## src/rtl/reg_load_arbiter_pkg.sv

```systemverilog
// Shared definitions for the two-requester register-load arbiter:
// FSM state encoding and default widths.
package reg_load_arbiter_pkg;

  localparam int N_DEFAULT  = 4;
  localparam int CW_DEFAULT = 8;

  typedef enum logic [1:0] {
    IDLE = 2'b00,
    LOAD = 2'b01,
    ACK  = 2'b10
  } state_e;

endpackage : reg_load_arbiter_pkg

```

## src/rtl/reg_load_arbiter_rr_pick2.sv

```systemverilog
// Combinational 2-way round-robin picker: on a tie the requester that is
// not the current owner wins.
module rr_pick2 (
  input  logic req0,
  input  logic req1,
  input  logic owner,
  output logic grant,
  output logic valid
);

  // Tie goes to the non-owner; a lone request wins outright.
  always_comb begin
    valid = req0 | req1;
    grant = 1'b0;
    if (req0 && req1) begin
      grant = ~owner;
    end else if (req1) begin
      grant = 1'b1;
    end else begin
      grant = 1'b0;
    end
  end

endmodule : rr_pick2

```

## src/rtl/reg_load_arbiter.sv

```systemverilog
// Shares one external loadable register between two requesters: picks a
// winner, drives d/load for one clock, then acks and counts the load.
module reg_load_arbiter
  import reg_load_arbiter_pkg::*;
#(
  parameter int n  = N_DEFAULT,
  parameter int CW = CW_DEFAULT
) (
  input  logic          ck,
  input  logic          reset,
  input  logic          req0,
  input  logic [n-1:0]  d0,
  input  logic          req1,
  input  logic [n-1:0]  d1,
  output logic          ack0,
  output logic          ack1,
  output logic          load,
  output logic [n-1:0]  d,
  output logic          busy,
  output logic          owner,
  output logic [CW-1:0] nloads
);

  state_e          state_q;
  logic            load_q;
  logic            ack0_q;
  logic            ack1_q;
  logic            busy_q;
  logic            owner_q;
  logic [n-1:0]    d_q;
  logic [CW-1:0]   nloads_q;
  logic [CW-1:0]   nloads_d;
  logic            pick_grant;
  logic            pick_valid;

  rr_pick2 u_pick (
    .req0  (req0),
    .req1  (req1),
    .owner (owner_q),
    .grant (pick_grant),
    .valid (pick_valid)
  );

  // Counter wraps silently at 2^CW.
  assign nloads_d = nloads_q + CW'(1'b1);

  // Arbitration FSM with all outputs registered; owner resets to 1 so
  // requester 0 wins the first tie.
  always_ff @(posedge ck or posedge reset) begin
    if (reset) begin
      state_q  <= IDLE;
      load_q   <= 1'b0;
      ack0_q   <= 1'b0;
      ack1_q   <= 1'b0;
      busy_q   <= 1'b0;
      owner_q  <= 1'b1;
      d_q      <= '0;
      nloads_q <= '0;
    end else begin
      case (state_q)
        IDLE: begin
          ack0_q <= 1'b0;
          ack1_q <= 1'b0;
          if (pick_valid) begin
            state_q <= LOAD;
            load_q  <= 1'b1;
            busy_q  <= 1'b1;
            owner_q <= pick_grant;
            d_q     <= pick_grant ? d1 : d0;
          end else begin
            state_q <= IDLE;
            load_q  <= 1'b0;
            busy_q  <= 1'b0;
          end
        end
        LOAD: begin
          // Register captures d on this edge; ack goes to the owner.
          state_q <= ACK;
          load_q  <= 1'b0;
          ack0_q  <= ~owner_q;
          ack1_q  <= owner_q;
          busy_q  <= 1'b1;
        end
        ACK: begin
          state_q  <= IDLE;
          load_q   <= 1'b0;
          ack0_q   <= 1'b0;
          ack1_q   <= 1'b0;
          busy_q   <= 1'b0;
          nloads_q <= nloads_d;
        end
        default: begin
          state_q <= IDLE;
          load_q  <= 1'b0;
          ack0_q  <= 1'b0;
          ack1_q  <= 1'b0;
          busy_q  <= 1'b0;
        end
      endcase
    end
  end

  assign ack0   = ack0_q;
  assign ack1   = ack1_q;
  assign load   = load_q;
  assign d      = d_q;
  assign busy   = busy_q;
  assign owner  = owner_q;
  assign nloads = nloads_q;

endmodule : reg_load_arbiter

```

## config.mk

```make
export PLATFORM = sky130hd
export DESIGN_NAME = reg_load_arbiter
export DESIGN_NICKNAME = d
export VERILOG_FILES = /design/src/rtl/reg_load_arbiter_pkg.sv /design/src/rtl/reg_load_arbiter_rr_pick2.sv /design/src/rtl/reg_load_arbiter.sv
export SDC_FILE = /design/constraint.sdc
export NUM_CORES = 1
export LEC_CHECK = 0
export ABC_AREA = 1
export CAP_MARGIN = 20
export CORE_MARGIN = 4
export CORE_UTILIZATION = 47
export CTS_CLUSTER_SIZE = 8
export DETAILED_ROUTE_END_ITERATION = 16
export GPL_ROUTABILITY_DRIVEN = 1
export PLACE_DENSITY = 0.94
export SETUP_SLACK_MARGIN = 0.15
export SYNTH_ARGS = -nofsm -noshare
export SYNTH_HDL_FRONTEND = slang
export SYNTH_SLANG_ARGS = --single-unit
```

## constraint.sdc

```tcl
create_clock -name ck -period 2.13 [get_ports ck]
set_input_delay 0.3195 -clock ck [delete_from_list [all_inputs] [get_ports ck]]
set_output_delay 0.3195 -clock ck [all_outputs]
set_load 0.01 [all_outputs]
```

==> flow_metrics.py <==
metrics = {
    "status": {
        "outcome": "completed",
    },
    "sta": {
        "maxSlewViolCount": 0,
        "finalClockSkew_ns": 0.00807,
        "slew-limit-headroom": 0.548,
        "tightest_slew_ns": 0.677,
        "grt_setup_unrepaired": "false",
        "max_clock_freq_ghz": 0.574,
        "fin_tns_setup_ns": 0,
        "worst_slack_ns": 0.388,
        "min_period_over_period": 0.818,
        "finish_stage_setup_viols": 0,
        "min_period_ns": 1.74,
        "report.final.hold_viol_count": 0,
    },
    "floorplan": {
        "fp.coreArea_um2": 1730,
        "initial_utilization": 0.499,
        "fp.dieW_um": 50.8,
        "die_y_um": 50.8,
        "num_rows": 15,
        "io_pins": 29,
        "die_area_um2": 2580,
    },
    "power_and_ir_drop": {
        "cellPowerDensity_nw_per_um2": 1210,
        "swShare": 0.365,
        "p_clk_frac": 0.118,
        "p_comb_frac": 0.438,
        "worst_ir_drop_vdd_v": 0.000693,
        "cellInternalPower_uw": 920,
        "total_leakage_power_nw": 0.587,
        "switching_power_uw": 529,
        "fraction_of_power_consumed_by_sequential_logic": 0.443,
    },
    "clock_tree": {
        "clock-sinks": 19,
        "clockRootBuffer": "clkbuf_4",
        "clock_tree.buffer_depth": 2,
        "cts_max_level": 1,
        "post_cts_resize_count": 0,
        "number_of_hold_buffers_added_after_cts": 0,
        "path_clk_slew_ns": 0.10,
        "tritoncts.num_buffers": 3,
        "cts.repair_timing.setup_buffer_count": 0,
        "cts_tree": "yes",
        "clk_latency_ns": 0.28,
    },
    "final_layout": {
        "mostFrequentLayoutCell": "nand2_1",
        "finalNetCount": 146,
        "num-fill-cells": 149,
        "final_cell_mix": "39 x nand2_1, 28 x clkdlybuf4s50_1, 18 x dfrtp_1",
        "area.growth.synth_to_final_pct": 39.2,
        "antenna-diode-count": 0,
        "layout-drive-gt1-share": 0.106,
    },
    "logic_synthesis": {
        "asyncSetResetFlopFracSynth": 1.00,
        "synth_top_cell_by_area": "dfrtp_1",
        "synth_xor_xnor_area_share": 0.0406,
        "ys_top_cells_by_area": "dfrtp_1 52%, nand2_1 17%, inv_1 5.2%",
        "syn_avg_cell_area_um2": 8.62,
        "fraction_of_synthesized_area_in_multiplexers": 0,
        "ys_dominant_reg_cell": "dfrtp_1",
        "post_synth_num_cell_types": 18,
        "synth-adder-area-share": 0.0145,
        "synth_top_area_share": 0.522,
        "synth_top_family_by_area": "simple AND/OR/NAND/NOR gates",
        "synth_fp_nets": 113,
        "synth_simple_gate_area_frac": 0.315,
        "synth.ff_latch_count": 19,
        "synth_cells": 100,
        "yosysWarnings": 0,
        "synth-compound-area-share": 0.0160,
        "syn_area_um2": 862,
        "synth-edff-count": 0,
        "synth_seq_area_share": 0.553,
    },
    "global_routing": {
        "grt_max_degree": 20,
        "antenna_found_initial": 0,
        "grt_util_all_layers": 0.145,
        "grt_pass1_vias": 717,
        "global_route_wire_length_before_repair_um": 2770,
        "remaining_overflow_grt": 0,
    },
    "placed_design": {
        "pre_cts_ws_ns": 0.543,
        "place.gp.congestion": 0.804,
        "dp.final_hpwl_um": 1420,
        "io_buffer_count": 28,
    },
    "detailed_routing": {
        "post-route-drc-count": 0,
        "initialDrtViolationCount": 5,
        "avgViaCountPerCell": 4.62,
        "postRouteWirelength_um": 1680,
        "routed_wire_length_per_instance_um": 10.7,
        "drt_pre_antenna_iters": 2,
        "drtAntennaViolNets": 0,
        "detailroute.via_count": 725,
    },
    "run": {
        "maxCapViolations": 0,
    },
    "worst_hold_path": {
        "timing.hold.worst.class": "in2async",
    },
    "critical_path": {
        "timing.critical_path.cells": "clkdlybuf4s50_1",
        "type_of_the_worst_setup_path": "reg2out",
        "critical_path.max_fanout": 5,
        "timing.critical_path.max_delay_family": "flip-flops",
        "crit_path_start_kind": "flop",
        "crit_path_top_delay_cell": "dfstp_2",
        "path_buf_inv": 1,
        "crit_arrival_ns": 1.42,
        "crit_path_max_incr_delay_ns": 0.59,
        "rrSetupSlack_ns": 0.89,
        "critPathRequiredTime_ns": 1.81,
        "category_of_the_worst_setup_path_capture_point": "primary output",
    },
}
cell usage after synthesis (2+ instances only):
master	n
xnor2_1	3
nand2_1	39
nor2_1	6
inv_1	12
inv_2	2
dfrtp_1	18
nand3_1	7
nor2_2	3
path summary, 6_finish.rpt:
| path | startpoint | to | cells past startpoint |
|---|---|---|---|
| worst max-delay path | owner | owner | 1 |
| worst min-delay path | reset | d[0] | 2 |
| worst max register to register | owner | d[3] | 6 |
| worst min register to register | d[0] | d[0] | 2 |
| max in group asynchronous | reset | nloads[3] | 2 |
| min in group ck | d[0] | d[0] | 2 |
cell type report:
cell class                 count  area [um2]  share of cell area
clock buffer                   4        26.3              0.0219
timing repair buffer          28         280               0.234
multi-input combinational     67         333               0.277
sequential                    19         477               0.397
inverter                      14        52.6              0.0438
tap                           25        31.3              0.0261
worst reg2reg max path, stage by stage, from the launching register on:
cell and delay, ns:
dfstp_2 0.59, nand2_1 0.14, nand2_1 0.19, nand2_1 0.07, nand2_1 0.06, nand2_1 0.06
nand2_1 0.08
power groups by stage:
stage               sequential (mW)  combinational, mW  clock, mW
finish                        0.642              0.635      0.171
global route                  0.662              0.698      0.197
CTS                           0.644              0.646      0.174
detailed placement            0.646              0.646          0
global placement              0.644              0.622          0
floorplan                     0.690              0.257          0
flip-flops by register name, summed over array words and instances (netlist names):
signal	count
state_q	2
owner	1
ack1	1
load	1
ack0	1
nloads	8
busy	1
d	4
per-layer routing:
metal	track usage	up-vias	wire [um]
met1	0.138	334	660
li1	-	366	-
met5	0	-	0
met4	0.0404	0	6
met3	0.0321	2	121
met2	0.300	23	892
logic make-up after synthesis:
family	count (synthesis)
xor+xnor	4
buf+inv	14
fa+ha+maj	1
simple gates	60
compound gates	2
flops	19
through the flow:
step	hold slack, ns	std cells	util	total power, mW	area, um2
2_1_floorplan	0.270	100	-	0.947	862
3_3_place_gp	0.462	153	0.680	1.27	1170
3_5_place_dp	0.467	153	0.680	1.29	1170
4_1_cts	0.455	157	0.695	1.46	1200
5_1_grt	0.484	157	0.695	1.56	1200
6_report	0.421	157	0.695	1.45	1200
(Power assumes the default switching activity.)
